==> src/rtl/mips_instruction_category_queue_pkg.sv <==
// mips_instruction_category_pkg: category indices, opfunc source encoding and counter select constants
package mips_instruction_category_pkg;
  localparam int CATEGORY_WIDTH = 15;
  localparam int CAT_REGISTER = 0;
  localparam int CAT_IMMEDIATE = 1;
  localparam int CAT_JUMP = 2;
  localparam int CAT_BRANCH = 3;
  localparam int CAT_LINK = 4;
  localparam int CAT_SHIFT = 5;
  localparam int CAT_SHIFT_V = 6;
  localparam int CAT_HILO = 7;
  localparam int CAT_MUL_DIV = 8;
  localparam int CAT_COMPARE = 9;
  localparam int CAT_LOGIC = 10;
  localparam int CAT_ARITHMETIC = 11;
  localparam int CAT_LOAD = 12;
  localparam int CAT_STORE = 13;
  localparam int CAT_UNKNOWN = 14;
  localparam int COUNT_SELECT_TOTAL = 15;
  typedef enum logic {SRC_FUNC = 1'b0, SRC_OP = 1'b1} opfunc_src_t;
endpackage

==> src/rtl/mips_instruction_category_queue_if.sv <==
// mips_instruction_category_queue_if: enqueue and dequeue handshake bundle
interface mips_instruction_category_queue_if #(parameter int TAG_WIDTH = 32);
  import mips_instruction_category_pkg::*;
  logic in_valid;
  logic in_ready;
  logic [31:0] in_instr;
  logic [TAG_WIDTH-1:0] in_tag;
  logic out_valid;
  logic out_ready;
  logic [31:0] out_instr;
  logic [TAG_WIDTH-1:0] out_tag;
  logic [CATEGORY_WIDTH-1:0] out_category;
  modport master (output in_valid, in_instr, in_tag, out_ready,
                  input in_ready, out_valid, out_instr, out_tag, out_category);
  modport slave (input in_valid, in_instr, in_tag, out_ready,
                 output in_ready, out_valid, out_instr, out_tag, out_category);
endinterface

==> src/rtl/mips_instruction_category_decode.sv <==
// mips_instruction_category_decode: combinational MIPS instruction word to category vector
module mips_instruction_category_decode
  import mips_instruction_category_pkg::*;
(
  input  logic [31:0] instr,
  output logic [CATEGORY_WIDTH-1:0] category
);
  opfunc_src_t src;
  logic [5:0] code;
  logic f, o;
  logic unused_bits;
  assign unused_bits = ^{instr[25:21], instr[19:6]};
  assign src = (instr[31:26] == 6'd0) ? SRC_FUNC : SRC_OP;
  assign code = (src == SRC_FUNC) ? instr[5:0] : instr[31:26];
  assign f = src == SRC_FUNC;
  assign o = src == SRC_OP;
  // Each category is a pattern match on the unified opfunc code
  always_comb begin
    category = '0;
    category[CAT_REGISTER] = f;
    category[CAT_IMMEDIATE] = o;
    category[CAT_JUMP] = (f && code[5:3] == 3'b001) || (o && code[5:1] == 5'b00001);
    category[CAT_BRANCH] = o && (code == 6'b000001 || code[5:2] == 4'b0001);
    category[CAT_LINK] = (o && code == 6'b000011) || (f && code == 6'b001001) || (o && code == 6'b000001 && instr[20]);
    category[CAT_SHIFT] = f && code[5:3] == 3'b000;
    category[CAT_SHIFT_V] = f && code[5:2] == 4'b0001;
    category[CAT_HILO] = f && code[5:3] == 3'b010;
    category[CAT_MUL_DIV] = f && code[5:3] == 3'b011;
    category[CAT_COMPARE] = (f && code[5:3] == 3'b101) || (o && code[5:1] == 5'b00101);
    category[CAT_LOGIC] = (f && code[5:2] == 4'b1001) || (o && code[5:2] == 4'b0011);
    category[CAT_ARITHMETIC] = (f && code[5:2] == 4'b1000) || (o && code[5:1] == 5'b00100);
    category[CAT_LOAD] = o && code[5:3] == 3'b100;
    category[CAT_STORE] = o && code[5:3] == 3'b101;
    category[CAT_UNKNOWN] = ~|category[CAT_STORE:CAT_JUMP];
  end
endmodule

==> src/rtl/mips_instruction_category_queue.sv <==
// mips_instruction_category_queue: decode-at-enqueue FIFO with saturating per-category retire counters
module mips_instruction_category_queue
  import mips_instruction_category_pkg::*;
#(
  parameter int DEPTH = 4,
  parameter int TAG_WIDTH = 32,
  parameter int COUNT_WIDTH = 16
) (
  input  logic clock,
  input  logic reset,
  mips_instruction_category_queue_if.slave bus,
  input  logic flush,
  output logic [$clog2(DEPTH):0] occupancy,
  input  logic [3:0] count_select,
  output logic [COUNT_WIDTH-1:0] count_value,
  input  logic count_clear
);
  localparam int AW = $clog2(DEPTH);
  logic [AW:0] wr_ptr, rd_ptr;
  logic [31:0] instr_mem [DEPTH];
  logic [TAG_WIDTH-1:0] tag_mem [DEPTH];
  logic [CATEGORY_WIDTH-1:0] cat_mem [DEPTH];
  logic [CATEGORY_WIDTH-1:0] in_category;
  logic [CATEGORY_WIDTH:0] hits;
  logic [COUNT_WIDTH-1:0] counts [COUNT_SELECT_TOTAL+1];
  logic empty, push, pop;
  mips_instruction_category_decode u_decode (.instr(bus.in_instr), .category(in_category));
  assign empty = wr_ptr == rd_ptr;
  assign occupancy = wr_ptr - rd_ptr;
  assign bus.in_ready = !occupancy[AW];
  assign bus.out_valid = !empty;
  assign push = bus.in_valid && bus.in_ready && !flush;
  assign pop = bus.out_valid && bus.out_ready && !flush;
  assign bus.out_instr = empty ? '0 : instr_mem[rd_ptr[AW-1:0]];
  assign bus.out_tag = empty ? '0 : tag_mem[rd_ptr[AW-1:0]];
  assign bus.out_category = empty ? '0 : cat_mem[rd_ptr[AW-1:0]];
  assign hits = {1'b1, bus.out_category};
  assign count_value = counts[count_select];
  // Pointers carry an extra wrap bit so full and empty differ; flush rewinds both
  always_ff @(posedge clock) begin
    if (reset || flush) begin
      wr_ptr <= '0;
      rd_ptr <= '0;
    end else begin
      if (push) wr_ptr <= wr_ptr + 1'b1;
      if (pop) rd_ptr <= rd_ptr + 1'b1;
    end
  end
  // Entry storage, written with its category decoded at enqueue
  always_ff @(posedge clock) begin
    if (push) begin
      instr_mem[wr_ptr[AW-1:0]] <= bus.in_instr;
      tag_mem[wr_ptr[AW-1:0]] <= bus.in_tag;
      cat_mem[wr_ptr[AW-1:0]] <= in_category;
    end
  end
  // Retire counters: one per category plus a total, saturating, clear wins
  always_ff @(posedge clock) begin
    for (int i = 0; i <= COUNT_SELECT_TOTAL; i++)
      if (reset || count_clear) counts[i] <= '0;
      else if (pop && hits[i] && counts[i] != '1) counts[i] <= counts[i] + 1'b1;
  end
endmodule

==> src/flat_wrapper.sv <==
// flat-port wrapper written by rule: the top's interface ports become plain ports
module mips_instruction_category_queue_flat import mips_instruction_category_pkg::*;
#(
  parameter int DEPTH = 4,
  parameter int TAG_WIDTH = 32,
  parameter int COUNT_WIDTH = 16
)
  (clock, reset, flush, occupancy, count_select, count_value, count_clear, bus_in_valid, bus_in_instr, bus_in_tag, bus_out_ready, bus_in_ready, bus_out_valid, bus_out_instr, bus_out_tag, bus_out_category);
  mips_instruction_category_queue_if #(.TAG_WIDTH(TAG_WIDTH)) bus_i ();
  input  logic clock;
  input  logic reset;
  input  logic flush;
  output logic [$clog2(DEPTH):0] occupancy;
  input  logic [3:0] count_select;
  output logic [COUNT_WIDTH-1:0] count_value;
  input  logic count_clear;
  input wire logic [$bits(bus_i.in_valid)-1:0] bus_in_valid;
  input wire logic [$bits(bus_i.in_instr)-1:0] bus_in_instr;
  input wire logic [$bits(bus_i.in_tag)-1:0] bus_in_tag;
  input wire logic [$bits(bus_i.out_ready)-1:0] bus_out_ready;
  output wire logic [$bits(bus_i.in_ready)-1:0] bus_in_ready;
  output wire logic [$bits(bus_i.out_valid)-1:0] bus_out_valid;
  output wire logic [$bits(bus_i.out_instr)-1:0] bus_out_instr;
  output wire logic [$bits(bus_i.out_tag)-1:0] bus_out_tag;
  output wire logic [$bits(bus_i.out_category)-1:0] bus_out_category;
  assign bus_i.in_valid = bus_in_valid;
  assign bus_i.in_instr = bus_in_instr;
  assign bus_i.in_tag = bus_in_tag;
  assign bus_i.out_ready = bus_out_ready;
  assign bus_in_ready = bus_i.in_ready;
  assign bus_out_valid = bus_i.out_valid;
  assign bus_out_instr = bus_i.out_instr;
  assign bus_out_tag = bus_i.out_tag;
  assign bus_out_category = bus_i.out_category;
  mips_instruction_category_queue #(.DEPTH(DEPTH), .TAG_WIDTH(TAG_WIDTH), .COUNT_WIDTH(COUNT_WIDTH)) u_core (.clock(clock), .reset(reset), .bus(bus_i), .flush(flush), .occupancy(occupancy), .count_select(count_select), .count_value(count_value), .count_clear(count_clear));
endmodule
==> config.mk <==
export PLATFORM = sky130hd
export DESIGN_NAME = mips_instruction_category_queue_flat
export DESIGN_NICKNAME = d
export VERILOG_FILES = /design/src/rtl/mips_instruction_category_queue_pkg.sv /design/src/rtl/mips_instruction_category_queue_if.sv /design/src/rtl/mips_instruction_category_decode.sv /design/src/rtl/mips_instruction_category_queue.sv /design/src/flat_wrapper.sv
export SDC_FILE = /design/constraint.sdc
export NUM_CORES = 1
export LEC_CHECK = 0
export BUFFER_PORTS_ARGS = -buffer_cell sky130_fd_sc_hd__clkbuf_2
export CAP_MARGIN = 20
export CORE_UTILIZATION = 45
export DETAILED_ROUTE_END_ITERATION = 6
export GPL_TIMING_DRIVEN = 0
export PLACE_DENSITY = 0.72
export SKIP_LAST_GASP = 1
export SYNTH_ARGS = -nofsm -noshare
export SYNTH_HDL_FRONTEND = slang
export SYNTH_SLANG_ARGS = --single-unit
==> constraint.sdc <==
create_clock -name clock -period 4.4 [get_ports clock]
set_input_delay 0.44 -clock clock [delete_from_list [all_inputs] [get_ports clock]]
set_output_delay 0.44 -clock clock [all_outputs]
set_load 0.01 [all_outputs]
# --- After elaboration in Yosys (flattened, before gate mapping) ---
# Memories as Yosys holds them, arrays and structs flattened. A register that Yosys moved wholly into a read port is not among the register bits.
# Cells that the tools add are included.
# Widths: inputs -> output; s select.
totals:
  word_cells: 222
  rom_bits: 0
  regBits: 6
  mem_count: 4
  input_bits: 74
  out_inout_bits: 100
  latch_bits: 0
  ram_bits: 572
memory_table:
  columns: ["memory", "words", "word_bits", "rd", "rd_ports_with_merged_regs", "wr", "line", "text"]
  rows:
  - ["u_core.counts", 16, 16, 17, 0, 16, "mips_instruction_category_queue.sv:25", "logic [COUNT_WIDTH-1:0] counts [COUNT_SELECT_TOTAL+1];"]
  - ["u_core.instr_mem", 4, 32, 1, 1, 1, "mips_instruction_category_queue.sv:20", "logic [31:0] instr_mem [DEPTH];"]
  - ["u_core.tag_mem", 4, 32, 1, 1, 1, "mips_instruction_category_queue.sv:21", "logic [TAG_WIDTH-1:0] tag_mem [DEPTH];"]
  - ["u_core.cat_mem", 4, 15, 1, 1, 1, "mips_instruction_category_queue.sv:22", "logic [CATEGORY_WIDTH-1:0] cat_mem [DEPTH];"]
classes:
  bitwise: 16
  n_mux: 79
  magnitude_cmp: 0
  mul: 0
  addsub: 19
  eq_ne: 32
  n_reduce_logical: 70
  div: 0
  shifts: 0
op_table:
  columns: ["op", "count"]
  rows:
  - ["$add 16x1->16 const B", 16]
  - ["$mux 16", 16]
  - ["$ne 16x16->1 const B", 16]
  - ["$mux 32", 2]
  - ["$logic_and 1x1->1", 54]
  - ["$mux 1", 53]
  - ["$or 1x1->1", 16]
  - ["$mux 15", 1]
  - ["$mux 2", 6]
  - ["$reduce_or 12->1", 1]
  - ["$eq 5x3->1 const B", 2]
  - ["$logic_or 1x1->1", 9]
  - ["$eq 4x4->1 const B", 2]
  - ["$add 3x1->3 const B", 2]
  - ["$eq 3x2->1 const B", 2]
  - ["$eq 3x3->1 const B", 2]
  - ["$eq 6x1->1 const B", 1]
  - ["$eq 6x2->1 const B", 1]
  - ["$eq 6x4->1 const B", 1]
  - ["$logic_not 6->1", 1]
  - ["$mux 6", 1]
  - ["$eq 5x1->1 const B", 1]
  - ["$eq 4x1->1 const B", 1]
  - ["$eq 4x2->1 const B", 1]
  - ["other kinds (5)", 8]

# --- Longest topological paths before layout ---
logic_depth:
  depth_word: 10
  ltp_mapped: 8
  ltp_nobuf: 7

# --- Hierarchy ---
# From an unflattened synthesis, not the netlist that was laid out.
hier_totals:
  hier_cells: 2039
  area_unflattened_um2: 28325.9
by_module_without_submodules:
  columns: ["module", "n_inst", "cells_each", "area_per_inst_um2", "seq_area_each_um2"]
  rows:
  - ["mips_instruction_category_queue", 1, 1989, 28015.6, 17336.6]
  - ["mips_instruction_category_decode", 1, 50, 310.3, 0.0]

# --- Worst setup path before layout ---
# OpenSTA, ideal clock, no wires.
synth_timing:
  kind: "register to register"
  start: "reg u_core.wr_ptr[0]"
  end: "mem u_core.cat_mem[0][0] (enable)"
  path_slack_ns: 0.531
  n_path_buf: 0
  arrival_time_ns: 3.423
  required_time_ns: 3.954
  synth_period_minus_slack_ns: 3.869
  setup_ns: 0.446
  path_stages_with_launch: 8
  path_cell_list: "dfxtp_1 > inv_1 > ha_1 > fa_1 > xnor3_1 > nand2_1 > nor2_1 > and2_1"
synth_between:
  elab_chain_len: 6
synth_rtl:
  columns: ["element", "line", "text"]
  rows:
  - ["from (decl)", "mips_instruction_category_queue.sv:19", "logic [AW:0] wr_ptr, rd_ptr;"]
  - ["from (signal assigned)", "mips_instruction_category_queue.sv:45", "if (push) wr_ptr <= wr_ptr + 1'b1;"]
  - ["$sub 3x3->3", "mips_instruction_category_queue.sv:29", "assign occupancy = wr_ptr - rd_ptr;"]
  - ["$logic_not 1->1", "mips_instruction_category_queue.sv:30", "assign bus.in_ready = !occupancy[AW];"]
  - ["via bus_in_ready", "flat_wrapper.sv:21", "output wire logic [$bits(bus_i.in_ready)-1:0] bus_in_ready;"]
  - ["$logic_and 1x1->1 (2 in a row)", "mips_instruction_category_queue.sv:32", "assign push = bus.in_valid && bus.in_ready && !flush;"]
  - ["$mux 1", "mips_instruction_category_queue.sv:51", "if (push) begin"]
  - ["$mux 1 (implied by the code)", "mips_instruction_category_queue.sv:54", "cat_mem[wr_ptr[AW-1:0]] <= in_category;"]
  - ["to (decl)", "mips_instruction_category_queue.sv:22", null]
# The timed path passes the listed nets, and every way through them passes these cells.

# --- Worst setup path after layout ---
layout_timing:
  start: "reg u_core.wr_ptr[0]"
  end: "out bus_out_category[8]"
layout_between:
  elab_chain_len: 2
layout_rtl:
  columns: ["element", "line", "text"]
  rows:
  - ["$eq 3x3->1", "mips_instruction_category_queue.sv:28", "assign empty = wr_ptr == rd_ptr;"]
  - ["$mux 15", "mips_instruction_category_queue.sv:36", "assign bus.out_category = empty ? '0 : cat_mem[rd_ptr[AW-1:0]];"]
  - ["to (decl)", "flat_wrapper.sv:25", "output wire logic [$bits(bus_i.out_category)-1:0] bus_out_category;"]
# No other way between the ends.

==> flow_summary.toml <==
[outcome]
status = "finished clean"

[critical_path]
critPathSlowestCell = "nor2_1"
critical_path.max_fanout = 10
cp_top_family = "simple AND/OR/NAND/NOR gates"
critPathBufInv = 3
crit_type = "reg -> out"
crit_chain = "inv_1 -> ha_1 -> nand2_1 -> nor2_1 -> clkbuf_1 -> nor2b_1 -> clkbuf_2"
cp.required_ps = 3960
end_kind = "primary output"
critPathMaxStageDelay_ps = 810
crit_path_start_kind = "register"
cp.arrival_ps = 3400

[logic_synthesis]
synth-seq-area-share_pct = 60.5
netlist_instances = 1988
synth_top_area_share_pct = 59.9
synth_cell_types = 75
synth_edf_count = 572
synth-seq-cells = 580
ys_warn_count = 0
synth_top_flop_cell = "edfxtp_1"
async_reset_ff_share_pct = 0
syn-num-nets = 2086
syn_area_per_cell_um2 = 14.4
syn_area_um2 = 28700
synth_top_area_cell = "edfxtp_1"
synth.area.top_cells = "edfxtp_1, mux4_2, xnor2_1"

[global_route]
grt_use_met2_pct = 34.8
grt_pass1_vias = 18200
antenna_found_initial = 3
grt_pass1_wl_um = 106000
gr-max-usage-layer = "met2"
grt_overflow = 0
use_met3_pct = 4.48
use_met1_pct = 28.8
grt_max_degree = 46
track_usage_pct = 21.5

[sta]
relSlewSlack_pct = 32.3
worstMarginPinSlew_ps = 1010
min_period_ps = 3840
clock_skew_ps = 43.2
rsz0062_at_grt = "false"
finalCritPeriodShare_pct = 87.3
max_freq_mhz = 260
timing.final.hold_violations = 0
slew_viol_final = 0
setup_viol = 0

[hold_path]
min_path_type = "in -> reg"

[floorplanning]
die_w_um = 254
start_util_pct = 45.5
dieArea_um2 = 64700
rows = 92
core_um2 = 63000
io-pin-count = 174
chipHeight_um = 254

[pwr]
leakagePower_uw = 0.0107
peakVddDrop_mv = 0.335
total_power_uw = 12100
power.density_nw_per_um2 = 365

[detailed_routing]
ant_nets = 0
wire_per_inst_um = 21.7
viasPerCell = 5.79
vias = 18300
routed_wl_um = 68900
drt_iter0_drc = 1566
drtPass1Iterations = 7
drc = 0

[final_layout]
n_antenna_cell = 0
postLayoutCoreUtil_pct = 52.6
nets = 2378
syn2layout_area_growth_pct = 15.4
layout_commonest_cell = "edfxtp_1"
final_cell_mix = "edfxtp_1, nor2_1, clkbuf_2, mux4_2, xnor2_1"
drive_above_1_share_pct = 23.0

[clocking]
cts_buffers = 61
numClockSinks = 580
cts-root-buf = "clkbuf_16"
cts_tree = "yes"
clockBufferDepth = 3
clkLatencyLatePin_ps = 650
h-tree-depth = 2
clk_pin_slew_worst_paths_ps = 60

[place]
dp_hpwl_um = 49100
port_buffers = 169
place_congestion = 0.905

[flow_run]
maxCapViolations = 0
area by class of cell:
class                   instances  area [µm²]
fillers                      5172       29900
clock inverters                31         223
clock buffers                  76        1600
plain buffers                  77         448
repair buffers                229        1530
multi-input cells            1261       10600
flip-flops and latches        580       17300
well taps                     846        1060
inverters                      70         263
synthesized netlist by cell type, types with 21 or more instances:
| library cell | number |
|---|---|
| a21oi_1 | 41 |
| and3_1 | 21 |
| buf_2 | 30 |
| clkbuf_1 | 21 |
| edfxtp_1 | 572 |
| ha_1 | 23 |
| inv_1 | 69 |
| mux4_2 | 157 |
| nand2_1 | 70 |
| nand3_1 | 87 |
| nand4_1 | 49 |
| nor2_1 | 232 |
| nor2b_1 | 78 |
| nor3_1 | 52 |
| nor4_1 | 38 |
| o21ai_0 | 51 |
| or3_1 | 35 |
| xnor2_1 | 122 |
| xor2_1 | 66 |
where the power goes:
part | switching [µW] | internal [µW]
clock network | 2110 | 2680
registers | 187 | 6240
logic | 485 | 377
total | 2780 | 9290
through the flow:
stage	TNS, ps	cells	cell area (µm²)	setup slack, ps	hold WS (ps)
after global routing	0	3170	33100	304	7.98
after floorplan	0	1988	28700	531	485
after detailed placement	0	3022	30900	1070	518
after global placement	-290810	3003	30600	-1010	502
final	0	3170	33100	559	33.9
after CTS	0	3170	33100	364	0.0562
worst register-to-register path, stage by stage, from the launching register on:
cell	delay [ps]
dfxtp_1	360
inv_1	110
ha_1	310
nand2_1	170
o211ai_2	570
clkbuf_1	740
o21ai_1	570
buf_4	360
kinds of logic after synthesis:
group | Yosys count | share of synthesized area (%)
AND/OR/NAND/NOR | 741 | 13.7
flip-flops | 580 | 60.5
XOR/XNOR | 190 | 5.88
multiplexers | 160 | 12.6
buffers and inverters | 147 | 2.48
AO/OA/AOI/OAI | 146 | 3.79
adder cells (fa/ha/maj) | 24 | 1.07
sequential cells by signal (all words and copies together), names as in the netlist, named ones only:
name / cells
u_core.tag_mem: 128
u_core.rd_ptr: 3
u_core.cat_mem: 60
u_core.counts: 256
u_core.wr_ptr: 3
u_core.instr_mem: 128
timing repair:
| item | in CTS | in global routing |
|---|---|---|
| buffers inserted | 0 | 0 |
| gates resized for setup | 0 | 0 |
| hold buffers | 41 | 0 |
| endpoints found under the hold margin | 155 | 0 |
routing by layer:
| metal | wire length [µm] | part of all wire (%) |
|---|---|---|
| met5 | 23 | 0.033 |
| met4 | 2260 | 3.3 |
| met3 | 5570 | 8.1 |
| met2 | 33400 | 48 |
| met1 | 27700 | 40 |
final timing paths:
check	slack (ps)	cells after the start	endpoint	startpoint
max	560	7	bus_out_category[8]	u_core.wr_ptr[0]
min	30	1	u_core.tag_mem[0][15]	bus_in_tag[15]
max reg2reg	930	7	u_core.counts[9][0]	u_core.wr_ptr[0]
min reg2reg	540	2	u_core.wr_ptr[1]	u_core.wr_ptr[1]
Power figures use the tool's default switching activity.
